`config.mk`:
```
export PLATFORM = sky130hd
export DESIGN_NAME = dac_iq_pacer
export DESIGN_NICKNAME = d
export VERILOG_FILES = /design/src/rtl/dac_iq_pacer.sv
export SDC_FILE = /design/constraint.sdc
export NUM_CORES = 1
export LEC_CHECK = 0
export CORE_UTILIZATION = 35
export CTS_CLUSTER_DIAMETER = 40
export DETAILED_ROUTE_END_ITERATION = 8
export SLEW_MARGIN = 10
export SYNTH_ARGS = -nofsm -noshare
export SYNTH_HDL_FRONTEND = slang
export SYNTH_SLANG_ARGS = --single-unit
```
`constraint.sdc`:
```
create_clock -name SPLB_Clk -period 7.4 [get_ports SPLB_Clk]
set_clock_uncertainty 0.1 [all_clocks]
set_input_delay 1.48 -clock SPLB_Clk [delete_from_list [all_inputs] [get_ports SPLB_Clk]]
set_output_delay 1.48 -clock SPLB_Clk [all_outputs]
set_load 0.01 [all_outputs]
```
`src/rtl/dac_iq_pacer.sv`:
```
// dac_iq_pacer: FIFO of I/Q sample pairs paced out to a DAC port, I then Q, one sample per tick.
// Optional build macro DAC_PACER_OFFSET_BIN_EN converts two's complement samples to offset binary.

module dac_iq_pacer #(
    parameter int unsigned DAC_WIDTH  = 10,
    parameter int unsigned FIFO_DEPTH = 16
) (
    input  logic                        SPLB_Clk,
    input  logic                        SPLB_Rst,
    input  logic                        Smp_Wr,
    input  logic [31:0]                 Smp_WrData,
    input  logic                        Enable,
    input  logic [15:0]                 Rate_Div,
    input  logic                        Underrun_Clr,
    output logic                        Smp_Full,
    output logic [$clog2(FIFO_DEPTH):0] Smp_Level,
    output logic [DAC_WIDTH-1:0]        S_Data,
    output logic                        S_IQSel,
    output logic                        S_Wrt,
    output logic                        Underrun
);

    localparam int unsigned AW = $clog2(FIFO_DEPTH);
    localparam int unsigned LW = AW + 1;
    localparam int unsigned PW = 2 * DAC_WIDTH;

    typedef enum logic [1:0] {
        IDLE  = 2'd0,
        OUT_I = 2'd1,
        OUT_Q = 2'd2
    } state_e;

    function automatic logic [DAC_WIDTH-1:0] to_dac(input logic [DAC_WIDTH-1:0] smp);
`ifdef DAC_PACER_OFFSET_BIN_EN
        return smp ^ (DAC_WIDTH'(1) << (DAC_WIDTH - 1));
`else
        return smp;
`endif
    endfunction

    state_e                 state_q, state_d;
    logic [15:0]            cnt_q, cnt_d;
    logic [AW-1:0]          wr_ptr_q, wr_ptr_d;
    logic [AW-1:0]          rd_ptr_q, rd_ptr_d;
    logic [LW-1:0]          level_q, level_d;
    logic                   full_q, full_d;
    logic [DAC_WIDTH-1:0]   sdata_q, sdata_d;
    logic                   iqsel_q, iqsel_d;
    logic                   wrt_q, wrt_d;
    logic                   under_q, under_d;
    logic [DAC_WIDTH-1:0]   qhold_q, qhold_d;
    logic [PW-1:0]          mem_q [FIFO_DEPTH];

    logic                   run;
    logic                   tick;
    logic                   pop;
    logic                   push;
    logic                   under_set;
    logic                   have_pair;
    logic [PW-1:0]          pair_in;
    logic [PW-1:0]          head;
    logic                   unused_wrdata;

    // Only the low DAC_WIDTH bits of each 16-bit half carry sample data
    assign pair_in       = {Smp_WrData[16 +: DAC_WIDTH], Smp_WrData[0 +: DAC_WIDTH]};
    assign unused_wrdata = ^Smp_WrData;
    assign head          = mem_q[rd_ptr_q];
    assign have_pair     = (level_q != '0);

    // Tick counter runs while enabled or while a pair is still being shown
    always_comb begin
        run   = Enable || (state_q != IDLE);
        tick  = run && (cnt_q >= Rate_Div);
        cnt_d = cnt_q;
        if (!run) begin
            cnt_d = '0;
        end else if (tick) begin
            cnt_d = '0;
        end else begin
            cnt_d = cnt_q + 16'd1;
        end
    end

    // Next-state and output decode
    always_comb begin
        state_d   = state_q;
        pop       = 1'b0;
        under_set = 1'b0;
        sdata_d   = sdata_q;
        iqsel_d   = iqsel_q;
        wrt_d     = 1'b0;
        qhold_d   = qhold_q;

        case (state_q)
            IDLE: begin
                if (tick && Enable && have_pair) begin
                    pop     = 1'b1;
                    state_d = OUT_I;
                    sdata_d = to_dac(head[DAC_WIDTH-1:0]);
                    qhold_d = to_dac(head[PW-1:DAC_WIDTH]);
                    iqsel_d = 1'b1;
                    wrt_d   = 1'b1;
                end
            end
            OUT_I: begin
                if (tick) begin
                    state_d = OUT_Q;
                    sdata_d = qhold_q;
                    iqsel_d = 1'b0;
                    wrt_d   = 1'b1;
                end
            end
            OUT_Q: begin
                if (tick) begin
                    if (Enable && have_pair) begin
                        pop     = 1'b1;
                        state_d = OUT_I;
                        sdata_d = to_dac(head[DAC_WIDTH-1:0]);
                        qhold_d = to_dac(head[PW-1:DAC_WIDTH]);
                        iqsel_d = 1'b1;
                        wrt_d   = 1'b1;
                    end else begin
                        under_set = Enable;
                        state_d   = IDLE;
                    end
                end
            end
            default: begin
                state_d = IDLE;
            end
        endcase
    end

    // FIFO bookkeeping; a write while full is only taken when a pop frees the slot
    always_comb begin
        push     = Smp_Wr && (!full_q || pop);
        wr_ptr_d = push ? (wr_ptr_q + AW'(1)) : wr_ptr_q;
        rd_ptr_d = pop ? (rd_ptr_q + AW'(1)) : rd_ptr_q;
        level_d  = level_q + LW'(push) - LW'(pop);
        full_d   = (level_d == LW'(FIFO_DEPTH));
        under_d  = under_set || (under_q && !Underrun_Clr);
    end

    always_ff @(posedge SPLB_Clk or posedge SPLB_Rst) begin
        if (SPLB_Rst) begin
            state_q  <= IDLE;
            cnt_q    <= '0;
            wr_ptr_q <= '0;
            rd_ptr_q <= '0;
            level_q  <= '0;
            full_q   <= 1'b0;
            sdata_q  <= '0;
            iqsel_q  <= 1'b0;
            wrt_q    <= 1'b0;
            under_q  <= 1'b0;
            qhold_q  <= '0;
        end else begin
            state_q  <= state_d;
            cnt_q    <= cnt_d;
            wr_ptr_q <= wr_ptr_d;
            rd_ptr_q <= rd_ptr_d;
            level_q  <= level_d;
            full_q   <= full_d;
            sdata_q  <= sdata_d;
            iqsel_q  <= iqsel_d;
            wrt_q    <= wrt_d;
            under_q  <= under_d;
            qhold_q  <= qhold_d;
        end
    end

    // Sample storage needs no reset: pointers alone define valid contents
    always_ff @(posedge SPLB_Clk) begin
        if (push) begin
            mem_q[wr_ptr_q] <= pair_in;
        end
    end

    assign Smp_Full  = full_q;
    assign Smp_Level = level_q;
    assign S_Data    = sdata_q;
    assign S_IQSel   = iqsel_q;
    assign S_Wrt     = wrt_q;
    assign Underrun  = under_q;

endmodule
```
==> impl_results.md <==
* Run status: finished clean
* Actual transition at the worst max-transition pin at 1050 ps
* Final period util at 0.713
* Distinct cell type count of the synthesized netlist at 61
* Max-cap violation count at 0
* Dominant register cell in the synthesized netlist: sky130_fd_sc_hd__edfxtp_1
* Hold WC Path Type: flip-flop to flip-flop
* Most common cell on crit path: sky130_fd_sc_hd__ha_1
* DRC errors left at 0
* Detailed Route WL at 32.9 mm
* Launching point of the worst reg2reg path: cnt_q[0]$_DFF_PP0_
* Internal reg-to-reg setup slack at 3100 ps
* Worst Setup End Kind: flip-flop
* #FFs+latches synth at 375
* Met3 routed wirelength at about 1.6 mm
* Uppermost layer routed: met4
* Number of instances in the synthesized netlist at 805
* Path type of the worst setup path: input port to flip-flop
* Core region area at 43,200 µm²
* Clock root buffer master: sky130_fd_sc_hd__clkbuf_16
* Cell chain of the critical path: clkdlybuf4s50_1 > inv_1 > ha_1 > a21oi_1 > o21ai_0 > or3_1 > o31ai_4 > buf_4 > inv_2 > ha_1 > inv_1 > ha_1 > fa_1 > a21oi_1 > o21bai_1 > xnor2_1 > nand2b_1 > nor4_1
* Final HPWL from detailed placement at 18.1 mm
* Die span in x at 211 µm
* Part of the Yosys area used for sequential elements at 0.717
* PostCTS Resize Cnt at 0
* Filler Cells Inserted at approximately 3,800
* Library cell with the largest summed area after synthesis: sky130_fd_sc_hd__edfxtp_1
* Biggest area contributors in the synthesized netlist: sky130_fd_sc_hd__edfxtp_1 63%, sky130_fd_sc_hd__mux4_2 12%, sky130_fd_sc_hd__dfrtp_1 9.0%
* Worst-path clk slew at 50 ps
* Standard-cell row count at 76
* Critical Path Source Type: input port
* Aggregate global routing overflow at 0
* Fraction of final layout cells sized beyond drive strength 1 at 0.238
* Buffers inserted by post-CTS timing repair at 0
* M1 WL at approximately 15 mm
* Pre-CTS setup slack at 1550 ps
* Global Route Usage Sum at 0.153
* Clock sinks at around 380
* Starting density of the core at 0.355
* P_leak at 6.10 nW
* Number of iterations in the first detailed-routing pass at 5
* Number of hold violations in the final report at 0
* Wire length of the first global-routing pass at 50.4 mm
* Depth of the most critical reg-to-reg path at 17
* Mapped Avg Cell Area at 19.0 µm²
* Nets in the synthesized netlist at 887
* Clock Tree Buf Depth at 3
* Iteration-0 DRC count of the detailed router at around 560
* Max transition margin at 0.298
* Initial antenna violation count at 0
* Unrepaired setup endpoints after global routing: false
* Worst Hold Endpoint: cnt_q[0]$_DFF_PP0_
* Setup tns final at 0 ps
* Largest net degree at the start of global routing at 56
* Count of pins on the block boundary at roughly 70
* Hold Path Depth at 1
* Total via count after detailed routing at 7,744
* Number of enable flip-flop cells after synthesis at 320
* Vias per std cell at ~5
* Hold path start: cnt_q[0]$_DFF_PP0_
* Met2 wirelength from detailed routing at 15.8 mm
* Total Die Area at between 40,000 and 50,000 µm²
* Required time of the critical path at 7750 ps
* Final setup margin at 2120 ps
* Area share of the largest cell type after synthesis at 0.627
* FFs w/ async S/R, synth at 0.147
* CTS tree: yes
* Vertical die dimension at 211 µm
* Via count of the first global-routing pass at roughly 8,200
* Residual antenna-violating net count after detailed routing at 0
* Max stage delay cell, worst path: sky130_fd_sc_hd__or3_1
* Count of nets after finishing at 979
* Final setup violation count at 0
* Highest cell delay on the worst timing path at 480 ps
* Number of diodes added for antenna fixing at 0
* H-tree level count at 2
* Maximum ir drop on the vdd rail at 0.173 mV
* Number of warnings issued by yosys at 0
* Post-cts hold buffer count at 0
* Average routed wire per standard cell at 21.6 µm
* Slew Viols, Final at 0
* Min Tclk post-route at 5280 ps
* Overall power after layout at between 6 and 7 mW
* Post-synthesis cell area at between 15,000 and 20,000 µm²
* Highest attainable clock frequency at 189 MHz
* Cts bufs inserted at 48
* CP max FO at 19
* RD Place Congestion at 0.761
* Worst-Skew Late Latency at 550 ps
* Power Density at 329 nW/µm²
* Min Hold Slack at about 380 ps
* Growth of design area from synthesis to finish at 19.2%
* Worst Path Arrival at 5630 ps
* Worst reg2reg path endpoint: Smp_Full$_DFF_PP0_
* Number of buffers added on ports at 59
## Yosys cell counts (all sizes together) (5+ instances only)
cell / n
a21o: 5
a21oi: 17
a221oi: 5
a222oi: 14
buf: 20
clkbuf: 21
dfrtp: 55
edfxtp: 320
ha: 28
inv: 38
mux2: 19
mux2i: 24
mux4: 80
nand2: 13
nand3: 13
nand4: 10
nor2: 20
nor3: 9
o21ai: 14
xnor2: 12
xor2: 11
## cell families after synthesis
kind of cell / Yosys count / share of synthesized area
xor gates and xnor gates: 23 / 0.0131
adders and majority gates: 29 / 0.0242
muxes: 123 / 0.149
AOI/OAI and AO/OA: 78 / 0.0390
and+or+nand+nor: 98 / 0.0356
DFF: 375 / 0.717
buffers and inverters: 79 / 0.0222
## cell usage in the layout, fill, tap and decap left out, types with 20 or more instances in the layout
master	netlist	final
sky130_fd_sc_hd__inv_1	37	36
sky130_fd_sc_hd__clkdlybuf4s50_1	0	59
sky130_fd_sc_hd__mux2i_1	24	24
sky130_fd_sc_hd__clkbuf_16	0	49
sky130_fd_sc_hd__mux4_2	80	80
sky130_fd_sc_hd__ha_1	28	28
sky130_fd_sc_hd__edfxtp_1	320	320
sky130_fd_sc_hd__dfrtp_1	55	52
sky130_fd_sc_hd__buf_4	2	24
sky130_fd_sc_hd__nor2_1	20	20
## routing by layer
metal | vias to the layer above | track usage
met2 | 188 | 0.247
met4 | 0 | 0.0485
met3 | 46 | 0.0246
li1 | 3449 | -
met1 | 4061 | 0.211
met5 | - | 0
## worst max-delay path, delay by kind of cell
| kind | cells | cell delay, ps |
|---|---|---|
| AO/OA/AOI/OAI | 5 | 750 |
| buffers and inverters | 5 | 1150 |
| adder cells (fa/ha/maj) | 4 | 1270 |
| AND/OR/NAND/NOR | 3 | 730 |
| XOR/XNOR | 1 | 210 |
## registers in the layout, indices dropped and copies added, names as in the netlist
register / count
S_Data: 10
S_IQSel: 1
S_Wrt: 1
Smp_Full: 1
Smp_Level: 5
Underrun: 1
cnt_q: 16
mem_q: 320
qhold_q: 10
rd_ptr_q: 4
state_q: 2
wr_ptr_q: 4
## worst max path at each step
| stage | from | endpoint | cells past startpoint |
|---|---|---|---|
| 6_report | Rate_Div[13] | Smp_Full$_DFF_PP0_ | 18 |
| 5_1_grt | Rate_Div[13] | Smp_Full$_DFF_PP0_ | 18 |
| 4_1_cts | Rate_Div[13] | Smp_Full$_DFF_PP0_ | 18 |
| 3_5_place_dp | Rate_Div[13] | Smp_Full$_DFF_PP0_ | 18 |
| 3_3_place_gp | Rate_Div[13] | Smp_Full$_DFF_PP0_ | 18 |
| 2_1_floorplan | Rate_Div[14] | mem_q[5][0]$_DFFE_PP_ | 7 |
## cell type report
type                       instances  area [µm²]  share of cell area
tap                              585         732              0.0400
sequential                       375       11000               0.602
multi-input combinational        351        4090               0.224
inverter                          38         143             0.00780
timing repair buffer              83         771              0.0422
clock buffer                      66        1330              0.0728
clock inverter                    21         218              0.0119
## metrics by stage
stage                     utilization  instance area [µm²]  std cells
final                           0.423                18300       1519
after global routing            0.423                18300       1519
after CTS                       0.423                18300       1519
after detailed placement        0.388                16700       1432
after global placement          0.388                16700       1432
after floorplan                     -                15300        805
## where the power goes
group | leakage (nW) | switching (mW) | internal, mW
clock | 0.748 | 0.864 | 1.37
combinational | 1.75 | 0.566 | 0.495
sequential | 3.60 | 0.145 | 2.57
total | 6.10 | 1.57 | 4.44
No activity file was read; power rests on OpenSTA's default activity.
